`config.mk`:
```
export PLATFORM = sky130hd
export DESIGN_NAME = cpu_core
export DESIGN_NICKNAME = d
export VERILOG_FILES = /design/src/rtl/cpu_core.sv
export SDC_FILE = /design/constraint.sdc
export NUM_CORES = 1
export LEC_CHECK = 0
export CAP_MARGIN = 10
export CORE_ASPECT_RATIO = 1.2
export CORE_UTILIZATION = 40
export DETAILED_ROUTE_END_ITERATION = 6
export PLACE_DENSITY = 0.76
export SKIP_LAST_GASP = 1
export SLEW_MARGIN = 0
export SYNTH_ARGS = -nofsm -noshare
export SYNTH_HDL_FRONTEND = slang
export SYNTH_SLANG_ARGS = --single-unit
export TNS_END_PERCENT = 30
```
`constraint.sdc`:
```
create_clock -name clk -period 3.45 [get_ports clk]
set_clock_uncertainty 0.15 [all_clocks]
set_input_delay 0.345 -clock clk [delete_from_list [all_inputs] [get_ports clk]]
set_output_delay 0.345 -clock clk [all_outputs]
set_load 0.01 [all_outputs]
```
`src/rtl/cpu_core.sv`:
```
// cpu_core: 16-bit single-cycle load/store CPU with internal ROM, 4x16 register file, ALU and data RAM.
// Build option: define CPU_ZERO_REG_EN to hard-wire r0 to zero.
module cpu_core #(
  parameter int IMEM_WORDS = 64,
  parameter int DMEM_WORDS = 64
) (
  input  logic        clk,
  input  logic        reset,
  output logic [15:0] pcFill,
  output logic        RegDst,
  output logic        AluSrc,
  output logic        MemToReg,
  output logic        RegWrite,
  output logic        MemRead,
  output logic        MemWrite,
  output logic        AluOp,
  output logic [1:0]  opcode
);

  localparam int IAW = $clog2(IMEM_WORDS);
  localparam int DAW = $clog2(DMEM_WORDS);

  typedef enum logic [1:0] {
    OP_R    = 2'b00,
    OP_LW   = 2'b01,
    OP_SW   = 2'b10,
    OP_ADDI = 2'b11
  } opcode_e;

  logic [15:0]    pc_q;
  logic [15:0]    pc_d;
  logic [15:0]    regs [0:3];
  logic [15:0]    dmem [0:DMEM_WORDS-1];

  logic [IAW-1:0] imemIdx;
  logic [15:0]    instr;
  opcode_e        op;
  logic [1:0]     rs;
  logic [1:0]     rt;
  logic [1:0]     rd;
  logic [1:0]     wrReg;
  logic [2:0]     funct;
  logic [15:0]    immExt;
  logic [15:0]    rsVal;
  logic [15:0]    rtVal;
  logic [15:0]    opB;
  logic [15:0]    aluResult;
  logic [DAW-1:0] dmemIdx;
  logic [15:0]    memRdata;
  logic [15:0]    wbData;
  logic           wrAllowed;

  // The byte-addressed PC aliases onto the ROM depth; bit 0 never selects a word.
  assign imemIdx = pc_q[IAW:1];
  assign pcFill  = pc_q;
  assign pc_d    = pc_q + 16'd2;

  always_comb begin
    instr = 16'h0000;
    case (imemIdx)
      IAW'(0): instr = 16'hC405;
      IAW'(1): instr = 16'hC803;
      IAW'(2): instr = 16'h1B00;
      IAW'(3): instr = 16'h8C04;
      IAW'(4): instr = 16'h4404;
      IAW'(5): instr = 16'h3601;
      default: instr = 16'h0000;
    endcase
  end

  assign op     = opcode_e'(instr[15:14]);
  assign opcode = instr[15:14];
  assign rs     = instr[13:12];
  assign rt     = instr[11:10];
  assign rd     = instr[9:8];
  assign funct  = instr[2:0];
  assign immExt = {{6{instr[9]}}, instr[9:0]};

  always_comb begin
    RegDst   = 1'b0;
    AluSrc   = 1'b0;
    MemToReg = 1'b0;
    RegWrite = 1'b0;
    MemRead  = 1'b0;
    MemWrite = 1'b0;
    AluOp    = 1'b0;
    case (op)
      OP_R: begin
        RegDst   = 1'b1;
        RegWrite = 1'b1;
        AluOp    = 1'b1;
      end
      OP_LW: begin
        AluSrc   = 1'b1;
        MemToReg = 1'b1;
        RegWrite = 1'b1;
        MemRead  = 1'b1;
      end
      OP_SW: begin
        AluSrc   = 1'b1;
        MemWrite = 1'b1;
      end
      OP_ADDI: begin
        AluSrc   = 1'b1;
        RegWrite = 1'b1;
      end
      default: ;
    endcase
  end

`ifdef CPU_ZERO_REG_EN
  assign rsVal     = (rs == 2'd0) ? 16'h0000 : regs[rs];
  assign rtVal     = (rt == 2'd0) ? 16'h0000 : regs[rt];
  assign wrAllowed = (wrReg != 2'd0);
`else
  assign rsVal     = regs[rs];
  assign rtVal     = regs[rt];
  assign wrAllowed = 1'b1;
`endif

  assign opB = AluSrc ? immExt : rtVal;

  always_comb begin
    aluResult = rsVal + opB;
    if (AluOp) begin
      case (funct)
        3'b000:  aluResult = rsVal + opB;
        3'b001:  aluResult = rsVal - opB;
        3'b010:  aluResult = rsVal & opB;
        3'b011:  aluResult = rsVal | opB;
        3'b100:  aluResult = ($signed(rsVal) < $signed(opB)) ? 16'd1 : 16'd0;
        3'b101:  aluResult = rsVal ^ opB;
        3'b110:  aluResult = rsVal << opB[3:0];
        default: aluResult = rsVal >> opB[3:0];
      endcase
    end
  end

  // Data address drops its low bit and aliases onto the RAM depth.
  assign dmemIdx  = aluResult[DAW:1];
  assign memRdata = dmem[dmemIdx];
  assign wbData   = MemToReg ? memRdata : aluResult;
  assign wrReg    = RegDst ? rd : rt;

  always_ff @(posedge clk or posedge reset) begin
    if (reset) begin
      pc_q <= 16'h0000;
      for (int i = 0; i < 4; i++) begin
        regs[i] <= 16'h0000;
      end
      for (int i = 0; i < DMEM_WORDS; i++) begin
        dmem[i] <= 16'h0000;
      end
    end else begin
      pc_q <= pc_d;
      if (RegWrite && wrAllowed) begin
        regs[wrReg] <= wbData;
      end
      if (MemWrite) begin
        dmem[dmemIdx] <= rtVal;
      end
    end
  end

endmodule

```
Word-level counts from Yosys, hierarchy flattened:

Cells that the tools add are included.

* flip-flop bits (word level): 16
* bits of input ports: 2
* output and inout bits: 25
* word-level logic and storage cells: 20

* add/subtract/negate cells: 1
* equality and inequality tests: 8
* multiplexer cells: 6
* reduce and logical (&&, ||, !) cells: 4

Operator list (count)
* $pmux W16 S6: 1
* $add A16 B2 Y16 const B: 1
* $eq A6 B2 Y1 const B: 2
* $eq A6 B3 Y1 const B: 2
* $eq A6 B1 Y1 const B: 1
* $logic_not A6 Y1: 1
* $reduce_or A3 Y1: 2
* $mux W1: 5
* $eq A2 B2 Y1 const B: 2
* $eq A2 B1 Y1 const B: 1
* $logic_not A2 Y1: 1

Longest topological paths before layout:

* depth in word-level cells: 5
* depth in mapped cells: 6
* gate-level depth less buffers: 5

Worst setup path after synthesis:

OpenSTA, ideal clock, no wires.

* path kind: register to output
* start point: reg pc_q[2] (netlist: pcFill[2])
* end point: out RegDst
* arrival: 1.402 ns
* required time: 2.955 ns
* setup slack: 1.553 ns
* cell stages (with the launch flop): 7
* buffers on the path: 1
* cells stage by stage: dfrtp_1 inv_1 ha_1 nor2_1 nor2_1 o21ai_0 buf_4

* cells in the longest elaborated chain, start to end: 4
* elaborated cells on any way between the ends: 9

RTL lines
* start: declaration: RTL line 30 `logic [15:0] pc_q;`
* start signal: assignment: RTL line 155 `pc_q <= pc_d;`
* $eq A6 B3 Y1, or another cell as far along: RTL line 60 `case (imemIdx)`
* $pmux W16 S6 *: RTL line 60
* $logic_not A2 Y1 *
* $mux W1 *
* end: declaration: RTL line 10 `output logic RegDst,`

Every way passes the cells marked *; elsewhere a longest branch is shown, timed or not.

Worst setup path after layout:

* start point: reg pc_q[1] (netlist: pcFill[1])
* end point: out RegDst

* cells in the longest elaborated chain, start to end: 4
* elaborated cells on any way between the ends: 9

RTL lines
* $eq A6 B3 Y1, or another cell as far along: RTL line 60
* $pmux W16 S6 *: RTL line 60
* $logic_not A2 Y1 *: RTL line 87 `case (op)`
* $mux W1 *: RTL line 87

Marked as above.

==> results_dict.tcl <==
set metrics [dict create \
    p_clk_frac 0.357 \
    pin_count 27 \
    crit_chain "ha_1 > nor2_1 > nor2_1 > o21ai_0 > clkdlybuf4s50_1" \
    power.density_nw_per_um2 263 \
    cts_setup_buffers 0 \
    cp.required_ns 2.95 \
    dieArea_um2 2170 \
    syn_to_final_growth_pct 34.5 \
    ys_seq_area_frac 0.472 \
    setup_viol 0 \
    final_cell_mix "25 x clkdlybuf4s50_1, 15 x dfrtp_1, 9 x xor2_1" \
    wl_um 1520 \
    place.gp.congestion 0.685 \
    dieHeight_um 50.8 \
    numPortBuffers 25 \
    finalCritPeriodShare 0.728 \
    crit_arrival_ns 2.02 \
    ir_drop_v 0.000158 \
    slew_violations 0 \
    cts_sinks 15 \
    min_path_type "input pin to async pin" \
    syn_area_um2 795 \
    layout.nets 106 \
    wl_per_cell_um 12.7 \
    root_buffer "clkbuf_4" \
    startpoint_type "register" \
    cts_buffers 3 \
    grt_pass1_wl_um 2630 \
    diodes 0 \
    clk_latency_ns 0.28 \
    critical_path_class "register to output pin" \
    switching_power_w 0.0000613 \
    coreArea_um2 1850 \
    viasPerCell 5.18 \
    ys.warnings.count 0 \
    crit_path_max_fanout 6 \
    rsz0062_at_grt "no" \
    internal-power_w 0.000220 \
    p_seq_frac 0.625 \
    dp_cells 115 \
    max_freq_mhz 398 \
    cap_violations 0 \
    die_x_um 42.7 \
    synthCells 75 \
    switching_share 0.218 \
    grt_pass1_vias 574 \
    drc 0 \
    clock_path_buffers 2 \
    drtPass1Iterations 4 \
    cts_tree "built" \
    cpMaxStageDelayCell "clkdlybuf4s50_1" \
    hold_viol_final 0 \
    worst_setup_path_end_kind "output pin" \
    crit_buf_inv 1 \
    drive_above_1_share 0.0900 \
    cpPeakStageDelay_ns 0.58 \
    final_common_cell "clkdlybuf4s50_1" \
    antenna_found_initial 0 \
    comb_power_share 0.018 \
    syn_area_per_cell_um2 10.6 \
    synth_cell_types 21 \
    hold_buffers 0 \
    crit_family "buffers and inverters" \
    synth_seq_cells 15 \
    dpl.hpwl_um 1140 \
    crit_top_cell "nor2_1" \
    start_util 0.429 \
    clkTransAtPathRegs_ns 0.09 \
    fin_crit_ns 2.51 \
    status "finished clean" \
    fp-row-count 17 \
    overflow 0 \
    syn_nets 80 \
    worst_pin_slew_ns 0.575 \
    largest_reg_flops 15 \
    tns_ns 0 \
    h-tree-depth 1 \
    vias 616 \
    ctsResizeCount 0 \
    p_leak_nw 0.465 \
    drt_first_iter_violations 5 \
    grt_start_max_net_pins 16 \
    slew_headroom 0.616 \
    ant_nets 0 \
    track_usage 0.156 \
    stdcell_count 119 \
]
-- worst register-to-register path: stages (launching register included) --
cell and delay [ns]:
dfrtp_1 0.45, ha_1 0.31, nand2_1 0.19, nor4_2 0.31, xor2_1 0.17
-- final timing paths --
| path | startpoint | to | slack, ns | cells after the start |
|---|---|---|---|---|
| min | reset | pcFill[15] | 0.26 | 2 |
| min in group clk | pcFill[15] | pcFill[15] | 0.32 | 1 |
| max reg2reg | pcFill[1] | pcFill[13] | 1.80 | 4 |
| min reg2reg | pcFill[15] | pcFill[15] | 0.32 | 1 |
| max in group asynchronous | reset | pcFill[10] | 2.51 | 2 |
| max | pcFill[1] | RegDst | 0.94 | 5 |
-- through the flow --
stage,utilization,power (W),setup slack (ns),cell area (um^2),hold WS (ns)
4_1_cts,0.577,0.000284,0.921,1070,0.275
2_1_floorplan,-,0.000183,1.55,795,0.0965
3_3_place_gp,0.563,0.000184,1.27,1040,0.304
3_5_place_dp,0.563,0.000184,1.27,1040,0.308
6_report,0.577,0.000281,0.937,1070,0.256
5_1_grt,0.577,0.000297,0.789,1070,0.323
-- Yosys cell counts --
cell	number	area, um^2
and3_1	1	6.26
buf_2	1	5.00
buf_4	3	22.5
conb_1	1	3.75
dfrtp_1	15	375
ha_1	3	37.5
inv_1	6	22.5
nand2_1	3	11.3
nand3_1	6	30.0
nand3_4	1	17.5
nand4_1	2	12.5
nor2_1	4	15.0
nor2b_1	1	6.26
nor3_1	6	30.0
nor4_1	1	6.26
nor4_2	4	50.1
o21a_1	2	15.0
o21ai_0	1	5.00
o31a_1	1	8.76
xnor2_1	4	35.0
xor2_1	9	78.8
-- cells by family (layout without fill, tap and decap cells) --
family | after synthesis | after routing | synth area share
AND/OR/NAND/NOR | 29 | 29 | 0.233
flip-flops | 15 | 15 | 0.472
XOR/XNOR | 13 | 13 | 0.143
buffers and inverters | 10 | 35 | 0.0630
AO/OA/AOI/OAI | 4 | 4 | 0.0362
adder cells (fa/ha/maj) | 3 | 3 | 0.0472
other | 1 | 1 | 0.00472
-- power by group through the flow --
stage	combinational, W	sequential (W)	clock (W)
global route	0.00000611	0.000176	0.000115
global placement	0.00000524	0.000179	0
floorplan	0.00000397	0.000179	0
CTS	0.00000523	0.000176	0.000103
detailed placement	0.00000534	0.000179	0
finish	0.00000495	0.000176	0.000100
-- layer usage --
layer  up-vias  global-route usage  share of wire
met4         0              0.0469         0.0026
li1        299                   -              -
met3         2              0.0389          0.075
met5         -                   0              0
met2        27               0.263           0.49
met1       288               0.196           0.43
-- area by class of cell --
cell class,count,area (um^2)
clock inverter,1,5.00
multi-input combinational,50,369
clock buffer,3,22.5
inverter,6,22.5
tap,19,23.8
fill,180,782
timing repair buffer,25,250
sequential,15,375
Power figures use the tool's default switching activity.
